$ cat src/rtl/if_fetch_pkg.sv
// if_fetch_pkg: shared constants, fetch buffer entry type and address helper for the fetch stage
package if_fetch_pkg;
    localparam int INST_ADDR_WIDTH = 32;
    localparam int DATA_WIDTH = 32;
    localparam logic [INST_ADDR_WIDTH-1:0] DEFAULT_RESET_PC = 32'h8000_0000;
    localparam logic [DATA_WIDTH-1:0] INST_NOP = 32'h0000_0013;
    localparam logic [DATA_WIDTH-1:0] ZERO = '0;

    typedef struct packed {
        logic [INST_ADDR_WIDTH-1:0] pc;
        logic [DATA_WIDTH-1:0] inst;
    } fetch_entry_t;

    function automatic logic [INST_ADDR_WIDTH-1:0] word_align(input logic [INST_ADDR_WIDTH-1:0] a);
        return {a[INST_ADDR_WIDTH-1:2], 2'b00};
    endfunction
endpackage

$ cat src/rtl/if_fetch_fifo.sv
// if_fetch_fifo: synchronous {pc,inst} buffer with flush; head is read straight from storage registers
module if_fetch_fifo
    import if_fetch_pkg::*;
#(
    parameter int DEPTH = 2,
    localparam int AW = $clog2(DEPTH),
    localparam int CW = AW + 1
) (
    input  logic         clk,
    input  logic         rst,
    input  logic         push_i,
    input  logic         pop_i,
    input  logic         clear_i,
    input  fetch_entry_t push_data_i,
    output logic [CW-1:0] count_o,
    output fetch_entry_t head_o
);
    fetch_entry_t mem_q [DEPTH];
    logic [AW-1:0] rd_q, rd_d, wr_q, wr_d;
    logic [CW-1:0] count_q, count_d;

    // pointer and occupancy update; clear wins over a same-cycle push or pop
    always_comb begin
        rd_d    = clear_i ? '0 : rd_q + AW'(pop_i);
        wr_d    = clear_i ? '0 : wr_q + AW'(push_i);
        count_d = clear_i ? '0 : count_q + CW'(push_i) - CW'(pop_i);
    end

    // control state registers
    always_ff @(posedge clk) begin
        if (rst) begin
            rd_q    <= '0;
            wr_q    <= '0;
            count_q <= '0;
        end else begin
            rd_q    <= rd_d;
            wr_q    <= wr_d;
            count_q <= count_d;
        end
    end

    // storage write; when full the slot written is the one being popped this cycle
    always_ff @(posedge clk) begin
        if (push_i && !clear_i) mem_q[wr_q] <= push_data_i;
    end

    assign head_o  = mem_q[rd_q];
    assign count_o = count_q;
endmodule

$ cat src/rtl/if_fetch.sv
// if_fetch: PC/issue logic with credit-limited in-flight fetches, response tracking and redirect flush
module if_fetch
    import if_fetch_pkg::*;
#(
    parameter logic [INST_ADDR_WIDTH-1:0] RESET_PC = DEFAULT_RESET_PC,
    parameter int DEPTH = 2
) (
    input  logic                       clk,
    input  logic                       rst,
    input  logic                       redirect_i,
    input  logic [INST_ADDR_WIDTH-1:0] redirect_pc_i,
    output logic                       imem_req_o,
    output logic [INST_ADDR_WIDTH-1:0] imem_addr_o,
    input  logic                       imem_gnt_i,
    input  logic                       imem_rvalid_i,
    input  logic [DATA_WIDTH-1:0]      imem_rdata_i,
    output logic                       inst_valid_o,
    output logic [DATA_WIDTH-1:0]      inst_o,
    output logic [INST_ADDR_WIDTH-1:0] inst_pc_o,
    input  logic                       inst_ready_i
);
    localparam int CW = $clog2(DEPTH) + 1;
    localparam logic [CW:0] CAP = (CW + 1)'(DEPTH);

    logic [INST_ADDR_WIDTH-1:0] pc_q, pc_d, rsp_pc_q, rsp_pc_d, target;
    logic [CW-1:0] out_q, out_d, disc_q, disc_d, count;
    logic fire, rv, keep, pop;
    fetch_entry_t head;

    assign target       = word_align(redirect_pc_i);
    assign imem_req_o   = !rst && !redirect_i && (({1'b0, out_q} + {1'b0, count}) < CAP);
    assign imem_addr_o  = pc_q;
    assign fire         = imem_req_o && imem_gnt_i;
    assign rv           = imem_rvalid_i && (out_q != '0);
    assign keep         = rv && (disc_q == '0) && !redirect_i;
    assign pop          = inst_valid_o && inst_ready_i && !redirect_i;
    assign inst_valid_o = count != '0;
    assign inst_o       = inst_valid_o ? head.inst : ZERO;
    assign inst_pc_o    = inst_valid_o ? head.pc : ZERO;

    // next PC, response PC and counters; a redirect turns every still-pending fetch into a discard
    always_comb begin
        pc_d     = redirect_i ? target : fire ? pc_q + 32'd4 : pc_q;
        rsp_pc_d = redirect_i ? target : keep ? rsp_pc_q + 32'd4 : rsp_pc_q;
        out_d    = out_q + CW'(fire) - CW'(rv);
        disc_d   = redirect_i ? out_q - CW'(rv) : disc_q - CW'(rv && disc_q != '0);
    end

    // fetch state registers
    always_ff @(posedge clk) begin
        if (rst) begin
            pc_q     <= RESET_PC;
            rsp_pc_q <= RESET_PC;
            out_q    <= '0;
            disc_q   <= '0;
        end else begin
            pc_q     <= pc_d;
            rsp_pc_q <= rsp_pc_d;
            out_q    <= out_d;
            disc_q   <= disc_d;
        end
    end

    if_fetch_fifo #(.DEPTH(DEPTH)) u_fifo (
        .clk        (clk),
        .rst        (rst),
        .push_i     (keep),
        .pop_i      (pop),
        .clear_i    (redirect_i),
        .push_data_i('{pc: rsp_pc_q, inst: imem_rdata_i}),
        .count_o    (count),
        .head_o     (head)
    );

    rvalid_without_request: assert property (@(posedge clk) disable iff (rst) !(imem_rvalid_i && out_q == '0));
endmodule

$ cat config.mk
export PLATFORM = sky130hd
export DESIGN_NAME = if_fetch
export DESIGN_NICKNAME = d
export VERILOG_FILES = /design/src/rtl/if_fetch_pkg.sv /design/src/rtl/if_fetch_fifo.sv /design/src/rtl/if_fetch.sv
export SDC_FILE = /design/constraint.sdc
export NUM_CORES = 1
export LEC_CHECK = 0
export ABC_AREA = 1
export CAP_MARGIN = 0
export CORE_MARGIN = 5
export CORE_UTILIZATION = 57
export CTS_CLUSTER_DIAMETER = 80
export DETAILED_ROUTE_END_ITERATION = 16
export PLACE_DENSITY = 0.86
export SYNTH_ARGS = -nofsm -noshare
export SYNTH_HDL_FRONTEND = slang
export SYNTH_SLANG_ARGS = --single-unit
export TNS_END_PERCENT = 5
$ cat constraint.sdc
create_clock -name clk -period 6.85 [get_ports clk]
set_input_delay 1.37 -clock clk [delete_from_list [all_inputs] [get_ports clk]]
set_output_delay 1.37 -clock clk [all_outputs]
set_load 0.005 [all_outputs]
==> results of run 1 <==
[state kept, by name (all words and copies together), names as in the netlist]
signal,count
u_fifo.mem_q,124
imem_addr_o,30
rsp_pc_q,30
disc_q,2
out_q,2
u_fifo.count_o,2
u_fifo.rd_q,1
u_fifo.wr_q,1
[final cells by class]
| class | instances | area, um2 | share of cell area |
|---|---|---|---|
| Multi-Input combinational cell | 790 | 3695 | 0.3185 |
| Inverter | 90 | 337.8 | 0.02912 |
| Clock inverter | 15 | 148.9 | 0.01283 |
| Tap cell | 216 | 270.3 | 0.02329 |
| Clock buffer | 17 | 425.4 | 0.03667 |
| Timing Repair Buffer | 166 | 1639 | 0.1413 |
| Sequential cell | 192 | 5086 | 0.4384 |
[synthesized netlist by cell type (2+ instances only)]
| master | count | share of area |
|---|---|---|
| sky130_fd_sc_hd__nand2_1 | 376 | 0.15 |
| sky130_fd_sc_hd__edfxtp_1 | 124 | 0.40 |
| sky130_fd_sc_hd__a21oi_1 | 118 | 0.063 |
| sky130_fd_sc_hd__nor2_1 | 100 | 0.040 |
| sky130_fd_sc_hd__inv_1 | 85 | 0.034 |
| sky130_fd_sc_hd__dfxtp_1 | 68 | 0.15 |
| sky130_fd_sc_hd__nand3_1 | 49 | 0.026 |
| sky130_fd_sc_hd__o21ai_0 | 43 | 0.023 |
| sky130_fd_sc_hd__clkbuf_1 | 28 | 0.011 |
| sky130_fd_sc_hd__a31oi_1 | 14 | 0.0094 |
| sky130_fd_sc_hd__nor2_2 | 11 | 0.0074 |
| sky130_fd_sc_hd__xor2_1 | 11 | 0.010 |
| sky130_fd_sc_hd__buf_4 | 8 | 0.0064 |
| sky130_fd_sc_hd__ha_1 | 8 | 0.011 |
| sky130_fd_sc_hd__nand4_1 | 7 | 0.0047 |
| sky130_fd_sc_hd__nor3_1 | 6 | 0.0032 |
| sky130_fd_sc_hd__buf_2 | 5 | 0.0027 |
| sky130_fd_sc_hd__inv_2 | 5 | 0.0020 |
| sky130_fd_sc_hd__nand2_2 | 5 | 0.0034 |
| sky130_fd_sc_hd__xnor2_1 | 5 | 0.0047 |
| sky130_fd_sc_hd__nand3b_1 | 4 | 0.0032 |
| sky130_fd_sc_hd__nor2_4 | 4 | 0.0048 |
| sky130_fd_sc_hd__buf_6 | 3 | 0.0036 |
| sky130_fd_sc_hd__nand2_4 | 3 | 0.0036 |
| sky130_fd_sc_hd__o211ai_1 | 3 | 0.0024 |
| sky130_fd_sc_hd__or2_2 | 3 | 0.0020 |
| sky130_fd_sc_hd__nand3_2 | 2 | 0.0021 |
| sky130_fd_sc_hd__nor2_8 | 2 | 0.0043 |
| sky130_fd_sc_hd__nor3_2 | 2 | 0.0021 |
| sky130_fd_sc_hd__o21ai_1 | 2 | 0.0011 |
| sky130_fd_sc_hd__o22ai_1 | 2 | 0.0013 |
[cells in the final DEF (no fill, tap or decap), drive strengths merged]
cell type and n:
nand2 384, clkdlybuf4s50 159, edfxtp 124, a21oi 118, nor2 117, inv 97, dfxtp 68, nand3 52
o21ai 45, clkbuf 18, a31oi 14, xor2 11, ha 8, nor3 8, nand4 7, buf 6
xnor2 5, clkinv 5, nand3b 4, conb 4, o211ai 3, or2 3, o22ai 2, clkinvlp 2
o21a 1, o21bai 1, nor3b 1, a21o 1, fa 1, bufinv 1
[metrics by stage]
step | power (mW) | utilization | instances
global placement | 1.745 | 0.6917 | 1454
finish | 2.701 | 0.7278 | 1486
floorplan | 1.600 | - | 1116
CTS | 2.708 | 0.7278 | 1486
detailed placement | 1.759 | 0.6917 | 1454
global route | 2.819 | 0.7278 | 1486
[power by group through the flow]
stage          combinational (mW)  sequential [mW]  clock (mW)
2_1_floorplan               0.215             1.39           0
3_3_place_gp                0.347             1.40           0
3_5_place_dp                0.357             1.40           0
4_1_cts                     0.360             1.38       0.970
5_1_grt                     0.403             1.39        1.03
6_report                    0.359             1.38       0.962
[kinds of logic (layout without fill, tap and decap cells)]
family,count (synthesis),after routing
buffers and inverters,134,288
AOI/OAI and AO/OA,185,185
adders and majority gates,9,9
DFF,192,192
and+or+nand+nor,576,576
xor gates and xnor gates,16,16
other,1,4
[final timing paths]
kind / endpoint / slack, ns / depth (start not counted)
worst max-delay path: imem_req_o / 2.55 / 5
worst min-delay path: u_fifo.mem_q[1][63]$_DFFE_PP_ / 0.49 / 0
worst max register to register: u_fifo.mem_q[1][18]$_DFFE_PP_ / 3.85 / 6
worst min register to register: u_fifo.mem_q[1][63]$_DFFE_PP_ / 0.49 / 0
[layer usage]
layer / routed length (um) / global-route usage / part of all wire
met5: 0 / 0 / 0
met4: 736 / 0.1032 / 0.030
met3: 2409 / 0.06757 / 0.097
met2: 11750 / 0.4379 / 0.47
met1: 10040 / 0.3406 / 0.40
[critical path: cells and delay by family]
kind / cells / cell delay [ns]
buffers and inverters: 3 / 1.07
and+or+nand+nor: 2 / 0.49
==> impl_summary.md, run 1 <==
Cells and area
The total non-filler cell area in the finished layout is 0.01160 mm2. At the end of the flow, the number of nets in the layout was 1,336. The ratio of cells with drive above 1 in the final layout is 0.06299. Fill cells in the final layout number approximately 1.2k.

The count of inserted antenna diode cells is 0. The area growth from synthesis to layout is 24.55%.

Setup path
The startpoint type of the worst setup path is an input pin. The data arrival time at the worst-slack endpoint is between 2 and 3 ns. The launch instance of the worst register-to-register path is out_q[1]$_SDFF_PP0_. On the worst path, the slowest cell contributes a delay of roughly 0.52 ns. The most critical setup path has its startpoint at redirect_i. In this run the worst path has a maximum fanout of between 40 and 50.

By startpoint and endpoint, the worst setup path is classified as input pin to output port. Traced cell by cell, the critical path runs through buf_2, nor2_8, inv_1, nor3_1, clkdlybuf4s50_1. The required time of the worst setup path is about 5.5 ns. The master of the slowest instance on the critical path is sky130_fd_sc_hd__clkdlybuf4s50_1.

The kind of end point of the critical path is an output port.

Flow run
The tool flagged a number of max-cap violations equal to 0.

Yosys
By area, the combinational part of the netlist is dominated by simple AND/OR/NAND/NOR gates. The compound-cell area share of the yosys netlist is 0.1032. The fraction of registers with async set or reset after synthesis is 0. The post-synthesis instance area is approximately 0.0093 mm2. Of the total synthesized cell area, the portion taken by XOR and XNOR cells is 0.01504. Of the total synthesized cell area, the portion taken by full adders, half adders and majority gates is 0.01289. The synthesis warning total is 0. The number of enable-type register cells in the synthesized netlist is between 100 and 150. The synthesized instance count is about 1.1k. The total of flip-flops plus latches after synthesis is 192.

Of the synthesized area, sequential elements account for 0.5459. The flip-flop cell with the highest count after synthesis is sky130_fd_sc_hd__edfxtp_1. The average footprint of a synthesized cell is 8.369 um2. After synthesis, the share of cell area in mux cells is 0. Synthesis instantiated 38 different standard cells from the library. Of the total synthesized cell area, the portion taken by AND, OR, NAND and NOR gates is 0.2623.

Timing
The largest clock skew in the final design is between 0.01 and 0.015 ns. Headroom to the max-slew limit came out at 0.2808. The final count of hold timing violations was 0.

The number of setup violations in the final report is 0. Final hold analysis gives a worst-case slack of ~0.49 ns. Setup repair after global routing left no endpoint under its margin. In the finished design, the share of the clock period the worst path needs comes to 0.6280. The slack of the critical path is between 2 and 3 ns.

The minimum period implied by the final worst setup slack is ~4.3 ns. Adding up every negative setup slack in the final design gives 0 ns. Derived from the worst setup path, the maximum achievable clock frequency is around 0.23 GHz. The count of pins over their slew limit is 0. The slew at the pin with the worst max-slew slack is around 1.1 ns.

Die
The die is approximately 140 um wide. The core box area is approximately 0.016 mm2. Row generation in the floorplan step produced 46 rows. The number of ports placed on the die boundary is 168. The height of the chip is ~140 um. The die covers around 0.019 mm2. The initial utilization of the core area, before any placement, comes to 0.5843.

Detailed routing
The number of routed nets with antenna violations is 0. For this block, the routed nets add up to between 20,000 and 25,000 um of wire. For this run, design rule violations remaining after detail routing come to 0. After detailed routing, the average wire length per cell comes to around 17 um. The pre-antenna-repair detailed-routing pass consisted of 6 iterations. The detailed-route via count is 8,066. The via-per-instance ratio is 5.428. The number of violations reported at the end of detailed-routing iteration 0 is roughly 570.

Power
Of the total power, the share spent switching nets is 0.2674. The worst IR drop on VDD is between 200 and 250 uV. The share of total power in sequential cells is 0.511. Internal power comes to 1.979 mW. The static leakage is around 4.3 nW. The power per unit of standard cell area is about 230 mW/mm2. Of the total power, combinational logic draws 0.133.

For this design the total switching power over the nets is about 0.72 mW. The portion of total power attributed to the clock network is 0.356.

CTS
The root buffer cell chosen for the clock tree is sky130_fd_sc_hd__clkbuf_16. The post-cts repair resize count is 0. The clock passes through at most 2 buffers. At the later pin of the worst-skew pair, clock insertion delay measures between 0.4 and 0.5 ns. The CTS tree is built. The number of setup buffers added after CTS is 0. After clock tree synthesis, the clock-pin slew on the worst setup and hold paths is around 0.070 ns. The H-tree generated during clock tree synthesis spans 4 levels. The number of hold buffers added after CTS was 0. The count of clock tree sinks is 192. The number of buffers created by CTS is 17.

Placed design
After detailed placement, the total cell area comes to about 0.011 mm2. The placed wire-length estimate is approximately 17,000 um. The final RePlAce weighted congestion is approximately 0.96. The number of input and output port buffers inserted is about 160. Prior to clock tree synthesis, the placed netlist has a worst setup slack of around 2.4 ns.

Global route
The initial antenna violation count was 0. The number of global-route vias before repair is just under 8k. The first global-routing pass estimated approximately 40,000 um of wire.

The all-layer global routing usage is 0.2668. The final global-route overflow total is 0. The pin count of the biggest net entering global routing is 65.

Worst hold path
The source of the worst hold timing path is rsp_pc_q[31]$_SDFFE_PP1P_. The min-delay analysis places its worst path in the category flop to flop.

Outcome
The flow ran to the end, and the final reports show no timing, DRC or antenna violations.
No activity file was read; power rests on OpenSTA's default activity.
==> inputs of run 2 (changes only) <==
--- a/config.mk
+++ b/config.mk
@@ -8,10 +8,10 @@
 export ABC_AREA = 1
 export CAP_MARGIN = 0
 export CORE_MARGIN = 5
-export CORE_UTILIZATION = 57
+export CORE_UTILIZATION = 53
 export CTS_CLUSTER_DIAMETER = 80
 export DETAILED_ROUTE_END_ITERATION = 16
-export PLACE_DENSITY = 0.86
+export PLACE_DENSITY = 0.8
 export SYNTH_ARGS = -nofsm -noshare
 export SYNTH_HDL_FRONTEND = slang
 export SYNTH_SLANG_ARGS = --single-unit
==> constraint.sdc (replaced) <==
create_clock -name clk -period 4.35 [get_ports clk]
set_input_delay 0.87 -clock clk [delete_from_list [all_inputs] [get_ports clk]]
set_output_delay 0.87 -clock clk [all_outputs]
set_load 0.005 [all_outputs]
==> run 2 against run 1 <==
Compared with the run above:
- wire length down 1.1%
- clock skew down 0.0025 ns
- total power up 57%
- largest cell class unchanged
- highest routed layer unchanged
==> impl_summary.md, run 2 (synthesis results as in run 1) <==
Cells and area
More flip-flops sit in one register than any other, and that register is u_fifo.mem_q. The number of flip-flops in the largest register is 124 (unchanged). The number of fill cells in the layout is 1,412 (+18%). The area overhead of the layout relative to synthesis is 25.29%. The final-stage net count was 1,339 (+0.22%). In the layout the commonest cells are 376 x sky130_fd_sc_hd__nand2_1, 159 x sky130_fd_sc_hd__clkdlybuf4s50_1, 124 x sky130_fd_sc_hd__edfxtp_1. The count of inserted antenna diode cells is 0 (unchanged). The ratio of cells with drive above 1 in the final layout was 0.06599 (+0.002994).

The most common library cell in the layout ignoring fill and taps is sky130_fd_sc_hd__nand2_1.

Timing
The largest clock skew in the final design came to 0.009025 ns (-0.002467 ns). The clock period could shrink to around 3.3 ns. The number of setup violations in the final report is 0 (unchanged). The summed negative setup slack over all endpoints is 0 ns (unchanged). Setup repair after global routing left no endpoint under its margin. The final count of hold timing violations is 0 (unchanged).

The slew at the pin with the worst max-slew slack is 0.7043 ns (-0.3730 ns). The highest achievable clock rate is between 0.2 and 0.3 GHz. Dividing the final minimum period by the clock period gives 0.7682. The count of pins over their slew limit is 0 (unchanged). The normalized max-slew margin is 0.5293 (+0.2486).

Die
The number of ports placed on the die boundary is 168 (unchanged). The width of the die is 142.6 um (+3.4%). The starting density of the core is 0.5386 (-0.04573).

The height of the chip is 142.6 um (+3.4%). The core box area is 0.01730 mm2 (+8.5%). The site row count came to 48 (+4.3%). The area of the die is 0.02033 mm2 (+7.0%).

Detailed routing
The post-detailed-route DRC marker count was 0 (unchanged). The number of detailed-route iterations in the first pass was 5 (-1). The sum of met3 wire segment lengths after detailed routing is 1964 um (-18%). The post-detailed-routing wire length is 24,650 um (-1.1%). The detail-routed net length per standard cell is 16.46 um (-1.9%).

The number of routed nets with antenna violations is 0 (unchanged). In this run the top signal layer used is met4. The met1 layer wirelength in the final routing is 10,360 um (+3.1%). The total length of routed met2 wires came to 11,780 um (+0.28%). The number of violations reported at the end of detailed-routing iteration 0 is 581 (+1.4%).

The detailed-route via count is 8,031 (-0.43%). The via-per-instance ratio is 5.361 (-1.2%).

Global route
The final global-route overflow total was 0 (unchanged). The number of global-route vias before repair was 7,665 (-0.51%). The first-pass GRT wire length came to 38,820 um (-0.32%). The initial antenna violation count was 0 (unchanged).

The pin count of the biggest net entering global routing came to 64 (-1.5%). The all-layer global routing usage was 0.2420 (-0.02479).

CTS
The post-cts repair resize count is 0 (unchanged). The CTS tree is built. The buffers inserted during post-CTS setup optimization is 0 (unchanged).

The maximum level of the CTS H-tree came to 4 (unchanged). CTS placed an instance of sky130_fd_sc_hd__clkbuf_16 at the clock tree root. The clock network latency to the later pin of the worst-skew pair came to 0.43 ns (about the same).

The number of buffers created by CTS is 17 (unchanged). The clock transition at the registers of the reported paths is 0.07 ns (about the same). The number of hold buffers added after CTS is 0 (unchanged). The maximum buffer depth of the clock tree is 2 (unchanged). The count of clock tree sinks was 192 (unchanged).

Placed design
The placed wire-length estimate is 17,320 um (-0.50%). The final RePlAce weighted congestion came to 0.9291 (-2.7%). The number of input and output port buffers inserted is 161 (unchanged).

Power
The static leakage is 4.278 nW (+0.49%). The power per unit of standard cell area is 364.2 mW/mm2 (+56%). The worst IR drop on VDD is 284.4 uV (+34%). The total design power is 4.251 mW (+57%).

Worst hold path
The worst hold path belongs to the class flop to flop.

Setup path
The classification of the worst setup path is flop to output port. The kind of end point of the critical path is an output port. The data arrival time at the worst-slack endpoint came to 2.47 ns (-0.46 ns). The largest fanout of any net on the critical path was 34 (-21%). The required time of the worst setup path is 3.48 ns (-2.00 ns). The startpoint type of the worst setup path is a flop.

Outcome
The flow ran to the end, and the final reports show no timing, DRC or antenna violations.

Flow run
The number of max-cap violations came to 0 (unchanged).
## run 2: cell types whose count changed in the layout (fill, tap and decap cells not counted)
cell and delta:
sky130_fd_sc_hd__buf_12 +3, sky130_fd_sc_hd__inv_6 -2, sky130_fd_sc_hd__inv_8 +2, sky130_fd_sc_hd__buf_2 +1, sky130_fd_sc_hd__clkbuf_2 -1, sky130_fd_sc_hd__clkinv_1 -1, sky130_fd_sc_hd__clkinv_2 +1, sky130_fd_sc_hd__clkinv_8 -1
sky130_fd_sc_hd__clkinvlp_4 +1
## run 2: area by class of cell
| class | count | area (um2) | area share |
|---|---|---|---|
| clock buffers | 17 | 425.4 | 0.03645 |
| clock inverters | 15 | 146.4 | 0.01254 |
| inverters | 90 | 337.8 | 0.02895 |
| multi-input cells | 790 | 3695 | 0.3166 |
| flip-flops and latches | 192 | 5086 | 0.4358 |
| well taps | 225 | 281.5 | 0.02412 |
| repair buffers | 169 | 1699 | 0.1456 |
## run 2: final timing paths
| path | start | end | slack [ns] | depth (start not counted) |
|---|---|---|---|---|
| worst max register to register | out_q[1]$_SDFF_PP0_ | u_fifo.mem_q[1][52]$_DFFE_PP_ | 1.86 | 6 |
| worst min register to register | rsp_pc_q[31]$_SDFFE_PP1P_ | u_fifo.mem_q[1][63]$_DFFE_PP_ | 0.49 | 0 |
| worst min-delay path | rsp_pc_q[31]$_SDFFE_PP1P_ | u_fifo.mem_q[1][63]$_DFFE_PP_ | 0.49 | 0 |
| worst max-delay path | u_fifo.rd_q$_SDFF_PP0_ | inst_o[18] | 1.01 | 5 |
## run 2: through the flow
step | utilization | instances | cell area [um2] | hold slack, ns | setup slack, ns
floorplan | - | 1116 | 9329 | 0.4256 | 0.9322
global placement | 0.6417 | 1466 | 11100 | 0.4521 | 0.9848
detailed placement | 0.6417 | 1466 | 11100 | 0.4653 | 0.9722
CTS | 0.6748 | 1498 | 11670 | 0.4909 | 0.9871
global route | 0.6748 | 1498 | 11670 | 0.5144 | 0.8720
finish | 0.6748 | 1498 | 11670 | 0.4852 | 1.008
## run 2: power breakdown
part | internal (mW) | switching, mW | total (mW)
Sequential | 2.07 | 0.102 | 2.17
Combinational | 0.244 | 0.325 | 0.569
Clock | 0.806 | 0.705 | 1.51
Total | 3.12 | 1.13 | 4.25
## run 2: metal layers
layer,GRT usage,vias to the layer above
li1,-,3957
met1,0.3218,3686
met2,0.4033,352
met3,0.04301,36
met4,0.07954,0
met5,0,-
## run 2: worst max-delay path, stage by stage (launching register included)
cell and delay [ns]:
sky130_fd_sc_hd__dfxtp_2 0.33, sky130_fd_sc_hd__inv_2 0.44, sky130_fd_sc_hd__buf_4 0.43, sky130_fd_sc_hd__nand2_1 0.11, sky130_fd_sc_hd__a21oi_1 0.18, sky130_fd_sc_hd__clkdlybuf4s50_1 0.55
==> inputs of run 3 (changes only) <==
==> constraint.sdc (replaced) <==
create_clock -name clk -period 3.43 [get_ports clk]
set_input_delay 0.686 -clock clk [delete_from_list [all_inputs] [get_ports clk]]
set_output_delay 0.686 -clock clk [all_outputs]
set_load 0.005 [all_outputs]
==> run 3 against run 2 <==
Compared with the run above:
- sequential power grew 27%
- utilization shrank 0.072 points
- flip-flop and latch count is the same
- register-to-register slack lost 0.81 ns
- total power grew 26%
- final area shrank 0.11%
- non-clock buffer count grew 1
- setup slack lost 0.52 ns
- clock power grew 24%
- die area is the same
- largest power group unchanged
==> impl_summary.md, run 3 (synthesis results as in run 1) <==
Power
The static leakage is 4.277 nW (about the same). The worst IR drop on VDD came to 348.7 uV (+23%). The power per unit of standard cell area is 459.1 mW/mm2 (+26%).

Timing
The count of pins over their slew limit was 0 (unchanged). The final count of hold timing violations is 0 (unchanged). The largest clock skew in the final design is 0.009364 ns (+0.0003385 ns).

Counting I/O delays and the setup requirement, the final critical path takes between 2 and 3 ns. Setup repair after global routing left no endpoint under its margin. The normalized max-slew margin is 0.5642 (+0.03485). The final worst-path cycle share is 0.8580. The summed negative setup slack over all endpoints was 0 ns (unchanged). The number of setup violations in the final report came to 0 (unchanged). Based on the critical path, the design can be clocked at up to between 0.3 and 0.4 GHz.

The slew at the pin with the worst max-slew slack is 0.6537 ns (-0.05060 ns).

Cells and area
The final-stage net count is 1,340 (+0.075%). The count of inserted antenna diode cells came to 0 (unchanged). The number of fill cells in the layout is 1,389 (-1.6%). The most common library cell in the layout ignoring fill and taps is sky130_fd_sc_hd__nand2_1. The top cell types in the final layout, fill and taps aside, are 376 x sky130_fd_sc_hd__nand2_1, 159 x sky130_fd_sc_hd__clkdlybuf4s50_1, 124 x sky130_fd_sc_hd__edfxtp_1.

The area growth from synthesis to layout is 25.16%. The final core area utilization came to 0.6740 (-0.0007240). The number of flip-flops in the largest register is 124 (unchanged). Counting flops per register, the top entry is u_fifo.mem_q. The ratio of cells with drive above 1 in the final layout came to 0.06599 (unchanged).

Outcome
The run finished with clean final reports.

Setup path
In this run the critical register-to-register path is captured at out_q[1]$_SDFF_PP0_. The worst setup path is launched from a flop. The required time of the worst setup path is 2.74 ns (-0.74 ns). The count of cells along the worst register-to-register path was 11 (+5).

The critical path is of the flop to output port type. The slack of the worst reg-to-reg path is 1.05 ns (-0.81 ns). The worst register-to-register path begins at out_q[0]$_SDFF_PP0_. The source of the critical timing path is u_fifo.rd_q$_SDFF_PP0_. In this run the worst setup path terminates at inst_pc_o[8]. STA classifies the critical path endpoint as an output port. The largest fanout of any net on the critical path was 33 (-2.9%). The data arrival time at the worst-slack endpoint was 2.26 ns (-0.21 ns).

CTS
The clock transition at the registers of the reported paths is 0.07 ns (about the same). The number of buffers created by CTS was 17 (unchanged). The post-cts repair resize count is 0 (unchanged).

The buffer cell driving the clock tree root is sky130_fd_sc_hd__clkbuf_16. The maximum buffer depth of the clock tree is 2 (unchanged). The buffers inserted during post-CTS setup optimization is 0 (unchanged). The number of hold buffers added after CTS is 0 (unchanged). The maximum level of the CTS H-tree is 4 (unchanged).

The clock network latency to the later pin of the worst-skew pair came to 0.43 ns (about the same). The count of clock tree sinks was 192 (unchanged). TritonCTS built the clock tree.

Global route
The pin count of the biggest net entering global routing came to 63 (-1.6%). The met1 track demand over resource was 0.3338 (+0.01208). The final global-route overflow total was 0 (unchanged). The all-layer global routing usage is 0.2441 (+0.002119). The first-pass GRT wire length is 39,010 um (+0.50%). The number of global-route vias before repair is 7,613 (-0.68%).

The initial antenna violation count came to 1 (+1). The met3 global-route usage is 0.04335 (+0.0003360). The met2 global-route usage was 0.3929 (-0.01039). The busiest metal layer after global routing is met2.

Placed design
The final RePlAce weighted congestion was 0.9221 (-0.75%). The number of input and output port buffers inserted is 161 (unchanged). The placed wire-length estimate was 17,620 um (+1.7%).

Die
The site row count was 48 (unchanged). The starting density of the core is 0.5386 (unchanged). The number of ports placed on the die boundary is 168 (unchanged). The width of the die is 142.6 um (unchanged). The area of the die is 0.02033 mm2 (unchanged).

The height of the chip was 142.6 um (unchanged). The core box area came to 0.01730 mm2 (unchanged).

Detailed routing
The number of violations reported at the end of detailed-routing iteration 0 was 695 (+20%). The detail-routed net length per standard cell is 16.52 um (+0.39%). The detailed-route via count was 8,126 (+1.2%). The post-detailed-routing wire length is 24,750 um (+0.39%).

The number of detailed-route iterations in the first pass is 5 (unchanged). The via-per-instance ratio is 5.425 (+1.2%). The post-detailed-route DRC marker count came to 0 (unchanged). The number of routed nets with antenna violations is 0 (unchanged).

Flow run
The number of max-cap violations came to 0 (unchanged).

Worst hold path
The type of the most critical hold path is flop to flop.
## run 3: changes by cell type in the layout (fill, tap and decap cells not counted)
cell,previous run,this run
sky130_fd_sc_hd__inv_6,3,4
sky130_fd_sc_hd__buf_4,5,6
sky130_fd_sc_hd__clkinv_4,1,2
sky130_fd_sc_hd__clkinv_8,0,1
sky130_fd_sc_hd__inv_8,4,3
sky130_fd_sc_hd__clkinvlp_4,3,2
sky130_fd_sc_hd__bufinv_16,1,0
sky130_fd_sc_hd__clkinv_2,2,1
## run 3: per-layer routing
layer / vias to the layer above / routed length [um]
met4: 2 / 676
met2: 382 / 11640
met5: - / 13
met3: 48 / 2153
li1: 3962 / -
met1: 3732 / 10260
## run 3: worst min path at each step
stage	depth (start not counted)	endpoint	startpoint
5_1_grt	2	u_fifo.wr_q$_SDFF_PP0_	u_fifo.wr_q$_SDFF_PP0_
3_5_place_dp	2	u_fifo.wr_q$_SDFF_PP0_	u_fifo.wr_q$_SDFF_PP0_
4_1_cts	2	u_fifo.wr_q$_SDFF_PP0_	u_fifo.wr_q$_SDFF_PP0_
6_report	2	u_fifo.wr_q$_SDFF_PP0_	u_fifo.wr_q$_SDFF_PP0_
2_1_floorplan	0	u_fifo.mem_q[0][63]$_DFFE_PP_	rsp_pc_q[31]$_SDFFE_PP1P_
3_3_place_gp	2	u_fifo.wr_q$_SDFF_PP0_	u_fifo.wr_q$_SDFF_PP0_
## run 3: report_power, final
group / internal, mW / leakage (nW) / switching [mW]
registers: 2.62 / 1.69 / 0.130
clock network: 0.952 / 0.267 / 0.919
logic: 0.312 / 2.32 / 0.416
## run 3: area by class of cell
type	count	area, um2	share of cell area
clock inverter	14	126.4	0.01084
inverter	90	337.8	0.02898
sequential	192	5086	0.4363
clock buffer	17	425.4	0.03649
multi-input combinational	790	3695	0.3169
timing repair buffer	170	1707	0.1464
tap	225	281.5	0.02415
## run 3: stage by stage
stage	std cells	hold slack (ns)	instance area (um2)	total power [mW]	worst slack, ns
finish	1498	0.4700	11660	5.353	0.4870
global route	1498	0.4943	11660	5.573	0.3685
CTS	1498	0.4713	11660	5.370	0.4700
detailed placement	1467	0.4620	11110	3.527	0.6151
global placement	1467	0.4548	11110	3.501	0.6322
floorplan	1116	0.4256	9329	3.196	0.1962
## run 3: critical path, stage by stage, from the launching register on
cell	delay (ns)
sky130_fd_sc_hd__dfxtp_2	0.32
sky130_fd_sc_hd__inv_2	0.43
sky130_fd_sc_hd__buf_12	0.27
sky130_fd_sc_hd__nand2_1	0.07
sky130_fd_sc_hd__a21oi_1	0.19
sky130_fd_sc_hd__clkdlybuf4s50_1	0.54
